**src/rtl/cms_axis_downsizer_pkg.sv**
```systemverilog
// ============================================================================
// cms_axis_downsizer_pkg : shared widths and state encoding for the CMS downsizer
// Rev 1.0
// ============================================================================
`default_nettype none

package cms_axis_downsizer_pkg;

  localparam int AXI_DATA_WIDTH = 1024;
  localparam int DS_OUT_WIDTH   = 256;
  localparam int DS_CNT_WIDTH   = 32;

  typedef enum logic {
    ST_EMPTY = 1'b0,
    ST_FULL  = 1'b1
  } ds_state_e;

endpackage

`default_nettype wire

```
**src/rtl/cms_axis_downsizer.sv**
```systemverilog
// ============================================================================
// cms_axis_downsizer : wide-to-narrow AXI-Stream splitter with beat/packet counters
// Rev 1.0
// ============================================================================
`default_nettype none

module cms_axis_downsizer
  import cms_axis_downsizer_pkg::*;
#(
  parameter int IN_WIDTH  = AXI_DATA_WIDTH,
  parameter int OUT_WIDTH = DS_OUT_WIDTH,
  parameter int CNT_WIDTH = DS_CNT_WIDTH
) (
  input  logic                 clk,
  input  logic                 rst_n,
  input  logic                 S_AXIS_tvalid,
  output logic                 S_AXIS_tready,
  input  logic [IN_WIDTH-1:0]  S_AXIS_tdata,
  input  logic                 S_AXIS_tlast,
  output logic                 M_AXIS_tvalid,
  input  logic                 M_AXIS_tready,
  output logic [OUT_WIDTH-1:0] M_AXIS_tdata,
  output logic                 M_AXIS_tlast,
  output logic [CNT_WIDTH-1:0] narrow_beats_sent,
  output logic [CNT_WIDTH-1:0] packets_sent
);

  localparam int RATIO = IN_WIDTH / OUT_WIDTH;
  localparam int IDX_W = (RATIO > 1) ? $clog2(RATIO) : 1;
  localparam logic [IDX_W-1:0] LAST_IDX = IDX_W'(RATIO - 1);

  generate
    if ((IN_WIDTH % OUT_WIDTH) != 0 || RATIO < 2) begin : g_bad_ratio
      $error("cms_axis_downsizer: IN_WIDTH must be an integer multiple (>=2) of OUT_WIDTH");
    end
  endgenerate

  ds_state_e                           r_state;
  logic [IDX_W-1:0]                    r_idx;
  logic [IN_WIDTH-1:0]                 r_hold;
  logic                                r_hold_last;
  logic [CNT_WIDTH-1:0]                r_beats;
  logic [CNT_WIDTH-1:0]                r_pkts;

  logic                                w_full;
  logic                                w_last_idx;
  logic                                w_m_hs;
  logic                                w_s_hs;
  logic [RATIO-1:0][OUT_WIDTH-1:0]     w_slices;

  assign w_full     = (r_state == ST_FULL);
  assign w_last_idx = (r_idx == LAST_IDX);
  assign w_slices   = r_hold;

  // Refill is allowed on the cycle the final slice leaves, giving gap-free output.
  assign S_AXIS_tready = ~w_full | (M_AXIS_tready & w_last_idx);
  assign M_AXIS_tvalid = w_full;
  assign M_AXIS_tdata  = w_slices[r_idx];
  assign M_AXIS_tlast  = w_full & r_hold_last & w_last_idx;

  assign w_m_hs = w_full & M_AXIS_tready;
  assign w_s_hs = S_AXIS_tvalid & S_AXIS_tready;

  assign narrow_beats_sent = r_beats;
  assign packets_sent      = r_pkts;

  always_ff @(posedge clk or negedge rst_n) begin
    if (!rst_n) begin
      r_state     <= ST_EMPTY;
      r_idx       <= '0;
      r_hold      <= '0;
      r_hold_last <= 1'b0;
    end else begin
      case (r_state)
        ST_EMPTY: begin
          if (w_s_hs) begin
            r_hold      <= S_AXIS_tdata;
            r_hold_last <= S_AXIS_tlast;
            r_idx       <= '0;
            r_state     <= ST_FULL;
          end
        end
        ST_FULL: begin
          if (w_m_hs) begin
            if (!w_last_idx) begin
              r_idx <= r_idx + IDX_W'(1);
            end else if (w_s_hs) begin
              r_hold      <= S_AXIS_tdata;
              r_hold_last <= S_AXIS_tlast;
              r_idx       <= '0;
            end else begin
              r_idx   <= '0;
              r_state <= ST_EMPTY;
            end
          end
        end
        default: r_state <= ST_EMPTY;
      endcase
    end
  end

  always_ff @(posedge clk or negedge rst_n) begin
    if (!rst_n) begin
      r_beats <= '0;
      r_pkts  <= '0;
    end else if (w_m_hs) begin
      r_beats <= r_beats + CNT_WIDTH'(1);
      if (M_AXIS_tlast) begin
        r_pkts <= r_pkts + CNT_WIDTH'(1);
      end
    end
  end

endmodule

`default_nettype wire

```
**config.mk**
```make
export PLATFORM = sky130hd
export DESIGN_NAME = cms_axis_downsizer
export DESIGN_NICKNAME = d
export VERILOG_FILES = /design/src/rtl/cms_axis_downsizer_pkg.sv /design/src/rtl/cms_axis_downsizer.sv
export SDC_FILE = /design/constraint.sdc
export NUM_CORES = 2
export LEC_CHECK = 0
export BUFFER_PORTS_ARGS = -buffer_cell sky130_fd_sc_hd__buf_2
export CELL_PAD_IN_SITES_DETAIL_PLACEMENT = 0
export CELL_PAD_IN_SITES_GLOBAL_PLACEMENT = 1
export CORE_AREA = 10 10 524 526
export CTS_CLUSTER_SIZE = 14
export DETAILED_ROUTE_END_ITERATION = 8
export DIE_AREA = 0 0 534 536
export MAX_ROUTING_LAYER = met4
export PLACE_DENSITY_LB_ADDON = 0.1
export SLEW_MARGIN = 20
export SYNTH_ARGS = -nofsm -noshare
export SYNTH_HDL_FRONTEND = slang
export SYNTH_SLANG_ARGS = --single-unit
```
**constraint.sdc**
```tcl
create_clock -name clk -period 2.8 [get_ports clk]
set_input_delay 0.14 -clock clk [delete_from_list [all_inputs] [get_ports clk]]
set_output_delay 0.14 -clock clk [all_outputs]
set_load 0.05 [all_outputs]
```
* Word-level counts from Yosys, hierarchy flattened
Cells that the tools add are included.
W data, S select, Z words.
** Word-level totals
- Register bits :: 1092
- Output and inout bits :: 323
** Operators by class
- Muxes and demuxes :: 18
- Add/subtract/negate cells :: 3
- Reduce and logical (&&, ||, !) cells :: 3
- Magnitude comparators :: 1
- Bitwise gates (word level) :: 7
- Equality and inequality tests :: 4
** Operator list (count)
- $mux W1024 :: 3
- $pmux W1024 S2 :: 1
- $bmux W256 S2 :: 1
- $mux W256 :: 1
- $add A32 B1 Y32 const B :: 2
- $mux W1 :: 6
- $mux W2 :: 3
- $reduce_and A2 Y1 :: 3
- $and A1 B1 Y1 :: 5
- $ne A2 B1 Y1 const B :: 2
- $pmux W1 S2 :: 2
- $pmux W2 S2 :: 1
- $lt A2 B3 Y1 const B :: 1
- $add A2 B1 Y2 const B :: 1
- $eq A2 B2 Y1 const B :: 1
- $ne A2 B2 Y1 const B :: 1
- $not A1 Y1 :: 1
- $or A1 B1 Y1 :: 1

* Longest topological paths before layout
- Depth after elaboration :: 8
- Mapped depth :: 8
- Mapped depth without buffers :: 5

* Least setup slack after synthesis
No wires, ideal clock.
- Kind :: register to register
- Start :: reg r_state, in the netlist M_AXIS_tvalid
- End :: reg r_hold[773]
- Setup time :: 0.125 ns
- Arrival :: 2.002 ns
- Cell stages (with the launch flop) :: 8
- Path slack :: 0.672 ns
- Required time :: 2.675 ns
- Path through :: dfrtp_1 -> buf_4 -> nand2_2 -> nand2_2 -> buf_6 -> buf_6 -> buf_6 -> mux2_4
** On the way
- Longest elaborated chain between the ends :: 7
- Elaborated cells on any way between the ends :: 11
** RTL lines
- start, declared :: RTL line cms_axis_downsizer.sv:38 : ds_state_e r_state;
- start signal, assigned :: RTL line cms_axis_downsizer.sv:69 : r_state <= ST_EMPTY;
- start signal, assigned :: RTL line cms_axis_downsizer.sv:80 : r_state <= ST_FULL;
- start signal, assigned :: RTL line cms_axis_downsizer.sv:93 : r_state <= ST_EMPTY;
- $not A1 Y1 *
- $or A1 B1 Y1 * :: RTL line cms_axis_downsizer.sv:56 : assign S_AXIS_tready = ~w_full | (M_AXIS_tready & w_last_idx);
- via S_AXIS_tready :: RTL line cms_axis_downsizer.sv:17 : output logic S_AXIS_tready,
- $and A1 B1 Y1 * :: RTL line cms_axis_downsizer.sv:62 : assign w_s_hs = S_AXIS_tvalid & S_AXIS_tready;
- $mux W1024 *
- $mux W1024 (2 in series)
- $pmux W1024 S2 * :: RTL line cms_axis_downsizer.sv:74 : case (r_state)
- end signal, assigned :: RTL line cms_axis_downsizer.sv:77 : r_hold <= S_AXIS_tdata;
- end signal, assigned :: RTL line cms_axis_downsizer.sv:88 : r_hold <= S_AXIS_tdata;
- end, declared :: RTL line cms_axis_downsizer.sv:40 : logic [IN_WIDTH-1:0] r_hold;
The timed path passes the listed nets; every way through them passes the cells marked *. The select of a mux whose other input is x is not followed.
A chain may end at the register's enable or synchronous reset.

* Final worst setup path
- Start :: reg r_idx[0]
- End :: out M_AXIS_tdata[12]
** On the way
- Longest elaborated chain between the ends :: 2
** RTL lines
- start, declared :: RTL line cms_axis_downsizer.sv:39 : logic [IDX_W-1:0] r_idx;
- start signal, assigned :: RTL line cms_axis_downsizer.sv:86 : r_idx <= r_idx + IDX_W'(1);
- $bmux W256 S2 :: RTL line cms_axis_downsizer.sv:58 : assign M_AXIS_tdata = w_slices[r_idx];
- $mux W256 (not written as such) :: RTL line cms_axis_downsizer.sv:58
- end, declared :: RTL line cms_axis_downsizer.sv:22 : output logic [OUT_WIDTH-1:0] M_AXIS_tdata,
No other way between the ends. The select of a mux whose other input is x is not followed.

==> results.json <==
{
  "ys.flop_type": "dfrtp_1",
  "cap_violations": 0,
  "dr.pass1.iters": 4,
  "synth_enable_flop_cells": 0,
  "viasPerCell": 3.824,
  "min_path_type": "in -> reg",
  "period_share_pct": 97.96,
  "clock_latency_ps": 800,
  "synthTopCellsByCount": "dfrtp_1 (1092), mux2_2 (778), mux4_2 (256)",
  "synthesis.nets": 3775,
  "leakage_nw": 34.76,
  "multi_input_area_um2": 19610,
  "finalNetCount": 6302,
  "critical_path_class": "reg -> out",
  "syn_to_final_growth_pct": 60.92,
  "core_um2": 264100,
  "synth_top_family_by_area": "multiplexers",
  "power_density_nw_per_um2": 1259,
  "hold_violations": 0,
  "rsz0062_at_grt": "true",
  "ys_seq_area_share_pct": 56.95,
  "grt_pass1_vias": 40040,
  "avgSynthCellArea_um2": 17.49,
  "synth_xor_area_share_pct": 1.132,
  "die_x_um": 534,
  "synth_top_area_cell": "dfrtp_1",
  "synth_cells": 2743,
  "ant_nets": 0,
  "muxShareOfSynthArea_pct": 38.10,
  "fin_crit_ps": 2743,
  "antenna_found_initial": 156,
  "die_height_um": 536,
  "start_util_pct": 18.17,
  "grt_max_degree": 108,
  "arrival_ps": 2600,
  "synth-adder-area-share_pct": 0.07823,
  "drive_gt1_share_pct": 56.12,
  "drc": 0,
  "async_flop_share_pct": 100.0,
  "cp-end-kind": "output port",
  "grt_first_pass_wirelength_mm": 316.8,
  "synth_most_common_cell": "dfrtp_1",
  "synth.distinct_cells": 31,
  "synthDominantCellAreaShare_pct": 56.95,
  "area.sequential_um2": 27330,
  "max_freq_ghz": 0.3646,
  "fin_tns_setup_ps": 0,
  "htree_num_levels": 4,
  "yosys_register_bits": 1092,
  "finalSetupViolations": 0,
  "hpwl_mm": 169.8,
  "dieArea_um2": 286200,
  "clock_skew_ps": 48.61,
  "yosysWarningCount": 0,
  "num_rows": 189,
  "drt_iter0_drc": 1249,
  "vdd_drop_max_mv": 0.8106,
  "synth_compound_area_share_pct": 0.02608,
  "grt_use_total_pct": 15.84,
  "outcome": "finished, final reports clean",
  "clock-sinks": 1092,
  "cts_root_buffer": "clkbuf_16",
  "ys_top_cells_by_area": "dfrtp_1 (57%), mux2_2 (18%), mux4_2 (12%)",
  "gr-total-overflow": 0,
  "final_util_pct": 29.23,
  "slew_violations": 0,
  "gp_congestion": 0.8092,
  "wire_per_inst_um": 25.19,
  "cts.clk_slew.worst_paths_ps": 60,
  "cts_tree": "built",
  "pin_count": 1352,
  "cts_buffers": 150,
  "num_vias": 34550,
  "startpoint_type": "flip-flop",
  "io_buffers": 1351,
  "clockBufferDepth": 3,
  "routed_wl_mm": 227.6,
  "cp_max_fo": 6,
  "cp.required_ps": 2660,
  "synth_simple_gate_area_share_pct": 1.515,
  "fillers": 27160,
  "syn_area_um2": 47980,
  "maxSlewHeadroom_pct": 42.78,
  "worst_pin_slew_ps": 858.4
}
==> kinds of logic (layout without fill, tap and decap cells) <==
group           Yosys count  after routing
compound gates            2              2
xor+xnor                 62             62
fa+ha+maj                 3              3
buf+inv                 179           2817
flops                  1092           1092
mux                    1284           1284
other cells               0            121
simple gates            121            121
==> where the power goes <==
group          total (mW)  switching [mW]  internal [mW]  leakage (nW)
registers            28.1            4.61           23.5          13.2
clock network        19.3            8.05           11.3          2.37
logic                49.8            27.6           22.2          19.2
==> worst max-delay path, stage by stage, from the launching register on <==
cell and delay (ps):
dfrtp_4 460, buf_16 180, buf_16 180, buf_4 130, buf_8 120, mux4_2 530, buf_6 190
==> metal layers <==
layer | share of wire (%) | GRT usage, % | vias to the layer above
met5 | 0 | - | -
met1 | 41 | 18.37 | 17480
met2 | 48 | 25.96 | 1175
met4 | 3.9 | 5.260 | 0
met3 | 7.1 | 5.090 | 374
li1 | - | - | 15520
==> sequential cells by signal (all words and copies together) (netlist names) <==
register           flops
r_hold              1024
narrow_beats_sent     32
packets_sent          32
r_idx                  2
M_AXIS_tvalid          1
r_hold_last            1
==> cells in the final DEF, fill, tap and decap left out, drive strengths merged, types with 2 or more instances in the layout <==
cell type and n:
bufinv 5, dfrtp 1092, mux4 256, nand2 23
nor4 6, nor2 10, diode 121, and3 8
clkinv 19, xnor2 52, nor3 6, ha 3
and2 2, xor2 10, nand3 25, and4 6
buf 1507, dlygate4sd3 1036, nand2b 3, bufbuf 4
nand4 31, clkbuf 237, mux2 1028, inv 8
==> metrics by stage <==
step	power, mW	instance area [um2]	worst slack, ps	hold slack, ps	cells
final	97.19	77210	56.99	91.68	9035
after global routing	102.1	77200	-82.02	38.02	9032
after CTS	98.06	76460	-104.8	2.061	8904
after detailed placement	72.37	59750	457.7	148.5	7578
after global placement	72.23	59750	426.8	147.5	7578
after floorplan	58.56	47980	672.4	-155.6	2743
==> cell type report <==
type                            count  share of cell area [%]
Multi-Input combinational cell   1472                   25.40
Inverter                            3                 0.01458
Clock inverter                     30                  0.6709
Timing Repair Buffer             2551                   26.74
Tap cell                         3533                   5.725
Antenna cell                      121                  0.3922
Clock buffer                      233                   5.655
Sequential cell                  1092                   35.40
==> worst paths after layout <==
kind / from / slack (ps) / to / cells past startpoint
min: S_AXIS_tdata[223] / 90 / r_hold[223] / 3
max in group asynchronous: rst_n / 1810 / r_hold[703] / 4
min in group asynchronous: rst_n / 140 / r_hold[549] / 3
max: r_idx[0] / 60 / M_AXIS_tdata[12] / 6
max reg2reg: r_idx[1] / 280 / r_hold[718] / 9
min reg2reg: narrow_beats_sent[31] / 470 / narrow_beats_sent[31] / 1
==> what timing repair did <==
| item | CTS | global route |
|---|---|---|
| gates resized for setup | 265 | 106 |
| setup buffers | 10 | 7 |
| hold buffers | 1037 | 0 |
| endpoints found under the setup margin | 223 | 154 |
| endpoints found under the hold margin | 1608 | 0 |
| cloned | 16 | 5 |
(Power assumes the default switching activity.)
